<file path="config.mk">
export PLATFORM = sky130hd
export DESIGN_NAME = hd_timing_gen_flat
export DESIGN_NICKNAME = d
export VERILOG_FILES = /design/src/rtl/hd_timing_pkg.sv /design/src/rtl/hd_timing_gen_if.sv /design/src/rtl/hd_qd_sync.sv /design/src/rtl/hd_timing_gen.sv /design/src/flat_wrapper.sv
export SDC_FILE = /design/constraint.sdc
export NUM_CORES = 1
export LEC_CHECK = 0
export CAP_MARGIN = 20
export CORE_AREA = 2 2 39 41
export CTS_BUF_LIST = sky130_fd_sc_hd__clkbuf_4
export CTS_CLUSTER_SIZE = 10
export DETAILED_ROUTE_END_ITERATION = 8
export DIE_AREA = 0 0 41 43
export SLEW_MARGIN = 20
export SYNTH_ARGS = -nofsm -noshare
export SYNTH_HDL_FRONTEND = slang
export SYNTH_HIERARCHICAL = 1
export SYNTH_SLANG_ARGS = --single-unit
</file>
<file path="constraint.sdc">
create_clock -name CLK -period 2.9 [get_ports CLK]
set_input_delay 0.58 -clock CLK [delete_from_list [all_inputs] [get_ports CLK]]
set_output_delay 0.58 -clock CLK [all_outputs]
set_load 0.05 [all_outputs]
</file>
<file path="src/rtl/hd_timing_pkg.sv">
// Shared constants and types for the beat/timing generator that feeds the hardwired controller.
// Machine cycles W and beat phases T are both one-hot.
package hd_timing_pkg;

    localparam logic [2:0] W1_OH = 3'b001;
    localparam logic [2:0] W2_OH = 3'b010;
    localparam logic [2:0] W3_OH = 3'b100;

    localparam logic [2:0] PH_IDLE = 3'b000;
    localparam logic [2:0] PH_T1   = 3'b001;
    localparam logic [2:0] PH_T2   = 3'b010;
    localparam logic [2:0] PH_T3   = 3'b100;

    typedef enum logic {
        HALT = 1'b0,
        RUN  = 1'b1
    } run_state_e;

    // Machine cycle that follows w at a beat boundary; an illegal w falls back to W1.
    function automatic logic [2:0] next_beat(input logic [2:0] w,
                                             input logic       short_i,
                                             input logic       long_i);
        logic [2:0] nxt;
        case (w)
            W1_OH:   nxt = short_i ? W1_OH : W2_OH;
            W2_OH:   nxt = long_i ? W3_OH : W1_OH;
            default: nxt = W1_OH;
        endcase
        return nxt;
    endfunction

endpackage

</file>
<file path="src/rtl/hd_timing_gen_if.sv">
// Signals between the timing generator, the front panel and the hardwired controller.
// master = generator side, slave = controller/panel side.
interface hd_timing_gen_if;
    logic       QD;
    logic       DP;
    logic       SHORT;
    logic       LONG;
    logic       STOP;
    logic       T1;
    logic       T2;
    logic       T3;
    logic [2:0] W;
    logic       RUN;

    modport master (
        input  QD, DP, SHORT, LONG, STOP,
        output T1, T2, T3, W, RUN
    );

    modport slave (
        output QD, DP, SHORT, LONG, STOP,
        input  T1, T2, T3, W, RUN
    );
endinterface

</file>
<file path="src/rtl/hd_qd_sync.sv">
// Synchronizes the asynchronous QD push-button and emits a one-cycle pulse on its rising edge.
// Flops reset to 1 so a button held through reset release does not register as an edge.
module hd_qd_sync #(
    parameter int SYNC_STAGES = 2
) (
    input  logic clk,
    input  logic clr_n,
    input  logic qd,
    output logic qd_rise
);

    logic [SYNC_STAGES-1:0] sync_q, sync_d;
    logic                   prev_q, prev_d;
    logic                   rise_q, rise_d;

    always_comb begin
        sync_d[0] = qd;
        for (int i = 1; i < SYNC_STAGES; i++) begin
            sync_d[i] = sync_q[i-1];
        end
        prev_d = sync_q[SYNC_STAGES-1];
        rise_d = sync_q[SYNC_STAGES-1] & ~prev_q;
    end

    always_ff @(posedge clk or negedge clr_n) begin
        if (!clr_n) begin
            sync_q <= '1;
            prev_q <= 1'b1;
            rise_q <= 1'b0;
        end else begin
            sync_q <= sync_d;
            prev_q <= prev_d;
            rise_q <= rise_d;
        end
    end

    assign qd_rise = rise_q;

endmodule

</file>
<file path="src/rtl/hd_timing_gen.sv">
// Beat generator: rotates T1->T2->T3 while running and steps W at each end of T3,
// honouring SHORT/LONG for sequencing and STOP/DP for halting.
module hd_timing_gen
    import hd_timing_pkg::*;
#(
    parameter int SYNC_STAGES = 2,
    parameter bit AUTO_RUN    = 1'b0
) (
    input  logic CLK,
    input  logic CLR,
    hd_timing_gen_if.master bus
);

    logic       qd_rise;
    run_state_e state_q, state_d;
    logic [2:0] phase_q, phase_d;
    logic [2:0] w_q, w_d;

    hd_qd_sync #(.SYNC_STAGES(SYNC_STAGES)) u_qd_sync (
        .clk     (CLK),
        .clr_n   (CLR),
        .qd      (bus.QD),
        .qd_rise (qd_rise)
    );

    always_ff @(posedge CLK or negedge CLR) begin
        if (!CLR) begin
            state_q <= AUTO_RUN ? RUN : HALT;
            phase_q <= PH_IDLE;
            w_q     <= W1_OH;
        end else begin
            state_q <= state_d;
            phase_q <= phase_d;
            w_q     <= w_d;
        end
    end

    always_comb begin
        state_d = state_q;
        phase_d = phase_q;
        w_d     = w_q;
        case (state_q)
            HALT: begin
                // W is left alone so execution resumes on the beat held during the halt.
                phase_d = PH_IDLE;
                if (qd_rise) begin
                    state_d = RUN;
                    phase_d = PH_T1;
                end
            end
            RUN: begin
                // qd_rise is deliberately ignored here, even on the halting boundary.
                case (phase_q)
                    PH_T1: phase_d = PH_T2;
                    PH_T2: phase_d = PH_T3;
                    PH_T3: begin
                        w_d = next_beat(w_q, bus.SHORT, bus.LONG);
                        if (bus.STOP || bus.DP) begin
                            state_d = HALT;
                            phase_d = PH_IDLE;
                        end else begin
                            phase_d = PH_T1;
                        end
                    end
                    default: phase_d = PH_T1;
                endcase
            end
            default: begin
                state_d = HALT;
                phase_d = PH_IDLE;
            end
        endcase
    end

    assign bus.T1  = phase_q[0];
    assign bus.T2  = phase_q[1];
    assign bus.T3  = phase_q[2];
    assign bus.W   = w_q;
    assign bus.RUN = (state_q == RUN);

endmodule

</file>
<file path="src/flat_wrapper.sv">
// flat-port wrapper written by rule: the top's interface ports become plain ports
module hd_timing_gen_flat import hd_timing_pkg::*;
#(
    parameter int SYNC_STAGES = 2,
    parameter bit AUTO_RUN    = 1'b0
)
  (CLK, CLR, bus_QD, bus_DP, bus_SHORT, bus_LONG, bus_STOP, bus_T1, bus_T2, bus_T3, bus_W, bus_RUN);
  hd_timing_gen_if bus_i ();
  input  logic CLK;
  input  logic CLR;
  input wire logic [$bits(bus_i.QD)-1:0] bus_QD;
  input wire logic [$bits(bus_i.DP)-1:0] bus_DP;
  input wire logic [$bits(bus_i.SHORT)-1:0] bus_SHORT;
  input wire logic [$bits(bus_i.LONG)-1:0] bus_LONG;
  input wire logic [$bits(bus_i.STOP)-1:0] bus_STOP;
  output wire logic [$bits(bus_i.T1)-1:0] bus_T1;
  output wire logic [$bits(bus_i.T2)-1:0] bus_T2;
  output wire logic [$bits(bus_i.T3)-1:0] bus_T3;
  output wire logic [$bits(bus_i.W)-1:0] bus_W;
  output wire logic [$bits(bus_i.RUN)-1:0] bus_RUN;
  assign bus_i.QD = bus_QD;
  assign bus_i.DP = bus_DP;
  assign bus_i.SHORT = bus_SHORT;
  assign bus_i.LONG = bus_LONG;
  assign bus_i.STOP = bus_STOP;
  assign bus_T1 = bus_i.T1;
  assign bus_T2 = bus_i.T2;
  assign bus_T3 = bus_i.T3;
  assign bus_W = bus_i.W;
  assign bus_RUN = bus_i.RUN;
  hd_timing_gen #(.SYNC_STAGES(SYNC_STAGES), .AUTO_RUN(AUTO_RUN)) u_core (.CLK(CLK), .CLR(CLR), .bus(bus_i));
endmodule
</file>
# Yosys cells after proc, flatten, opt, wreduce, memory -nomap -nowiden
# Cells that the tools add are included.
[word_totals] regBits=11 latch_bits=0 ram_bits=0 rom_bits=0 output_inout_bits=7 elab_cells=27 mem_count=0
[classes] addsub=0 multipliers=0 div=0 n_lt_le_gt_ge=0 n_eq_ne=5 shifts=0 mux=11 n_bitwise=3 n_reduce_logical=2
[ops] operator="one-hot mux 3 bit (2 select lines)" count=2
[ops] operator="one-hot mux 3 bit (3 select lines)" count=1
[ops] operator="equality test 3 x 1 -> 1 bit, second input constant" count=2
[ops] operator="equality test 3 x 2 -> 1 bit, second input constant" count=2
[ops] operator="two-way mux 1 bit" count=5
[ops] operator="equality test 3 bit, second input constant" count=1
[ops] operator="two-way mux 3 bit" count=1
[ops] operator="two-way mux 2 bit" count=1
[ops] operator="NOT 1 bit" count=2
[ops] operator="one-hot mux 1 bit (2 select lines)" count=1
[ops] operator="AND reduction 2 bit" count=1
[ops] operator="AND 1 bit" count=1
[ops] operator="logical OR 1 bit" count=1

# Longest topological paths before layout
[logic_depth] word_depth=4 ltp_mapped=3 mapped_depth_nobuf=3

# Cells and area by module
# The synthesis kept the hierarchy.
[by_module_without_submodules] mod="hd_timing_gen" n_inst=1 cells_each=22 area_per_inst_um2=316.6 seq_area_each_um2=176.4
[by_module_without_submodules] mod="hd_qd_sync" n_inst=1 cells_each=5 area_per_inst_um2=117.6 seq_area_each_um2=103.8

# Least setup slack after synthesis
# OpenSTA, ideal clock, no wires.
[synth_path] path_type="register to register" start="register u_core.phase_q[0]" end="register u_core.phase_q[0]" arrival_time_ps=1263 required_time_ps=2780 setup_slack_ps=1517 stages_incl_launch_ff=4 path_buffers=0 cell_sequence="dfrtp_1 -> nand4bb_4 -> o22a_2 -> nor3b_2"
[synth_between] elab_chain_cells=3 word_cells_on_any_way=5 cone_classes="3 x eq/ne; 2 x mux"
[synth_rtl] item="from (decl)" line="hd_timing_gen.sv:16" rtl="logic [2:0] phase_q, phase_d;"
[synth_rtl] item="from (signal assigned)" line="hd_timing_gen.sv:33" rtl="phase_q <= phase_d;"
[synth_rtl] item="equality test 3 bit (tied with other cells)" line="hd_timing_gen.sv:53" rtl="case (phase_q)"
[synth_rtl] item="one-hot mux 3 bit (3 select lines) *" line="hd_timing_gen.sv:53"
[synth_rtl] item="one-hot mux 3 bit (2 select lines) *" line="hd_timing_gen.sv:42" rtl="case (state_q)"
[synth_rtl] item="net u_core.phase_d[0]" line="hd_timing_gen.sv:16"
# The timed path passes the listed nets; every way through them passes the cells marked *.
# A chain may end at the register's enable or synchronous reset.

# Worst setup path after layout
[layout_path] start="register u_core.w_q[0] (netlist: u_core/bus.W[0])" end="output bus_W[0]"
[layout_rtl] item="from (decl)" line="hd_timing_gen.sv:17" rtl="logic [2:0] w_q, w_d;"
[layout_rtl] item="from (signal assigned)" line="hd_timing_gen.sv:34" rtl="w_q <= w_d;"
[layout_rtl] item="to (decl)" line="flat_wrapper.sv:19" rtl="output wire logic [$bits(bus_i.W)-1:0] bus_W;"
# No word-level cell between the ends.

==> results.yml <==
final_layout:
  multiInputGateArea_um2: 153.9
  drive_gt1_share_pct: 29.55
  fin_area_um2: 614.3
  fin_nets: 52
  seqCellArea_um2: 280.3
  fillers: 135
  antenna_cells: 0
  final_util_pct: 44.39
  syn2layout_area_growth_pct: 41.50
cts:
  cts.path.max_buffers: 2
  clock_latency_ps: 260
  cts.root.buffer_cell: "clkbuf_4"
  cts_hold_buf: 0
  cts_setup_buffers: 0
  tritoncts: "yes"
  cts_resized: 0
  numCtsBuffers: 3
  path_clk_slew_ps: 60
  clock-sinks: 11
  htreeDepth: 1
floorplan:
  die-area_mm2: 0.001763
  num_rows: 14
  die_h_um: 43
  ios: 14
  start_util_pct: 31.37
  fp.dieW_um: 41
  placeableCoreArea_mm2: 0.001384
synthesis:
  synth_cells: 27
  ys_types: 14
  yosys_warnings: 6
  netlist_top_cells_area: "dfrtp_1 40%, dfstp_2 24%, nand4bb_4 6.3%"
  yosysTopAreaCellShare_pct: 40.35
  synth_fp_nets: 34
  yosysSeqAreaShare_pct: 64.55
  postSynthAreaPerCell_um2: 16.08
  yosys.area.top_type: "dfrtp_1"
  netlist_area_um2: 434.2
  ys_seq_elements: 11
power:
  clkPwrFrac_pct: 15.4
  swShare_pct: 42.12
  p_comb_share_pct: 48.8
  p_leak_nw: 0.2588
  p_sw_mw: 0.2970
  p_seq_share_pct: 35.8
  peakVddDrop_mv: 0.4964
  p_per_area_mw_per_mm2: 1148
  internal_power_mw: 0.4082
place:
  dpl_cell_area_um2: 584.3
  place_congestion: 0.6582
  dp_hpwl_um: 577.9
  port_buffers: 13
sta:
  setup_viol: 0
  period_needed_ps: 2183
  slew_violations: 0
  finClkSkew_ps: 0.8770
  fin_crit_sh_pct: 75.26
  hold_slack_ps: 360.8
  clock.fmax_mhz: 458.2
  rsz0062_at_grt: "false"
  slew-limit-headroom_pct: 66.95
  worst_slew_pin_slew_ps: 494.2
  hold_viol_final: 0
  setup_tns_ps: 0
setup_path:
  r2r_end: "u_core/phase_q[0]$_DFF_PN0_"
  path_depth: 1
  r2r-start: "u_core/phase_q[0]$_DFF_PN0_"
  cpPeakStageDelay_ps: 800
  cp-endpoint: "bus_W[0]"
  rrSetupSlack_ps: 1740
  slowest_stage: "clkdlybuf4s50_1"
  reg2reg_depth: 3
  path_cells: "clkdlybuf4s50_1"
  cp-startpoint: "u_core/bus.W[0]$_DFFE_PN1P_"
  path_class: "register to output pin"
  cp.arrival_ps: 1600
  cp_max_fo: 4
  crit_family: "buffers and inverters"
  end_kind: "output pin"
  critPathBufInv: 1
  worst-endpoint-required_ps: 2320
  critPathLaunchType: "register"
flow_run:
  max_cap_viol_count: 0
run_status:
  status: "finished clean"
grt:
  grt_util_all_layers_pct: 10.87
  antenna_found_initial: 0
  grt_start_max_net_pins: 12
  overflow: 0
  grt_pass1_wl_um: 1269
  first_global_vias: 301
drt:
  via_per_inst: 4.550
  ant_nets: 0
  firstDrtPassIters: 4
  dr.first_iter.drc_count: 4
  wl_um: 721
  drc_errors: 0
  vias: 273
  wl_per_cell_um: 12.02
worst_hold_path:
  hp-class: "register to register"
==> per-stage QoR <==
step | instances | setup slack, ps | total power [mW]
global placement | 56 | 1004 | 0.5882
global route | 60 | 657.0 | 0.7480
finish | 60 | 717.3 | 0.7052
floorplan | 27 | 1517 | 0.4867
detailed placement | 56 | 993.5 | 0.6020
CTS | 60 | 701.5 | 0.7148
==> cells by family (layout without fill, tap and decap cells) <==
logic type             count (synthesis)  after routing  synth area share, %
AND/OR/NAND/NOR                       13             13                29.68
flip-flops                            11             11                64.55
AO/OA/AOI/OAI                          3              3                5.763
buffers and inverters                  0             17                    0
==> synthesized netlist by cell type <==
| cell | instances |
|---|---|
| dfstp_2 | 4 |
| nor3b_2 | 1 |
| nor2b_1 | 1 |
| dfrtp_1 | 7 |
| nand4bb_4 | 1 |
| o22a_2 | 1 |
| nor2_1 | 2 |
| and4bb_1 | 2 |
| nor4_2 | 1 |
| nand2b_1 | 1 |
| a21o_1 | 2 |
| nor2b_4 | 1 |
| nor3_1 | 2 |
| nand3b_1 | 1 |
==> power groups by stage <==
| stage | clock [mW] | combinational [mW] | sequential (mW) |
|---|---|---|---|
| floorplan | 0 | 0.0922 | 0.395 |
| global placement | 0 | 0.340 | 0.248 |
| detailed placement | 0 | 0.346 | 0.256 |
| CTS | 0.114 | 0.347 | 0.253 |
| global route | 0.124 | 0.362 | 0.262 |
| finish | 0.108 | 0.344 | 0.252 |
==> sequential cells by signal, summed over array words and instances, names as in the netlist <==
| name | count |
|---|---|
| u_core/phase_q | 3 |
| u_core/bus.W | 3 |
| u_core/u_qd_sync/qd_rise | 1 |
| u_core/u_qd_sync/prev_q | 1 |
| u_core/u_qd_sync/sync_q | 2 |
| u_core/bus.RUN | 1 |
==> how the worst min path moves through the flow <==
stage,start,endpoint,slack [ps],cells after the start
floorplan,CLR,u_core/bus.RUN$_DFF_PN0_,280,0
global placement,u_core/u_qd_sync/sync_q[0]$_DFF_PN1_,u_core/u_qd_sync/sync_q[1]$_DFF_PN1_,350,0
detailed placement,u_core/u_qd_sync/sync_q[0]$_DFF_PN1_,u_core/u_qd_sync/sync_q[1]$_DFF_PN1_,350,0
CTS,u_core/u_qd_sync/sync_q[0]$_DFF_PN1_,u_core/u_qd_sync/sync_q[1]$_DFF_PN1_,360,0
global route,u_core/u_qd_sync/sync_q[0]$_DFF_PN1_,u_core/u_qd_sync/sync_q[1]$_DFF_PN1_,370,0
finish,u_core/u_qd_sync/sync_q[0]$_DFF_PN1_,u_core/u_qd_sync/sync_q[1]$_DFF_PN1_,360,0
==> metal layers <==
metal	wire length [µm]	vias to the layer above	track usage (%)
met2	408	7	18.44
li1	-	133	-
met4	0	0	6.000
met1	277	133	11.03
met3	34	0	3.141
met5	0	-	0
==> layout make-up <==
cell class                      count  share of cell area, %
Sequential cell                    11                  45.62
Multi-Input combinational cell     16                  25.05
Timing Repair Buffer               13                  21.18
Clock buffer                        4                  4.888
Tap cell                           16                  3.259
==> placed cells by master, fill, tap and decap left out, types with 2 or more instances in the layout <==
cell,Yosys,layout
a21o_1,2,2
dfstp_2,4,4
clkdlybuf4s50_1,0,13
and4bb_1,2,2
nor3_1,2,2
dfrtp_1,7,7
nor2_1,2,2
clkbuf_4,0,4
Note: power is estimated with default switching activity, not from simulation.
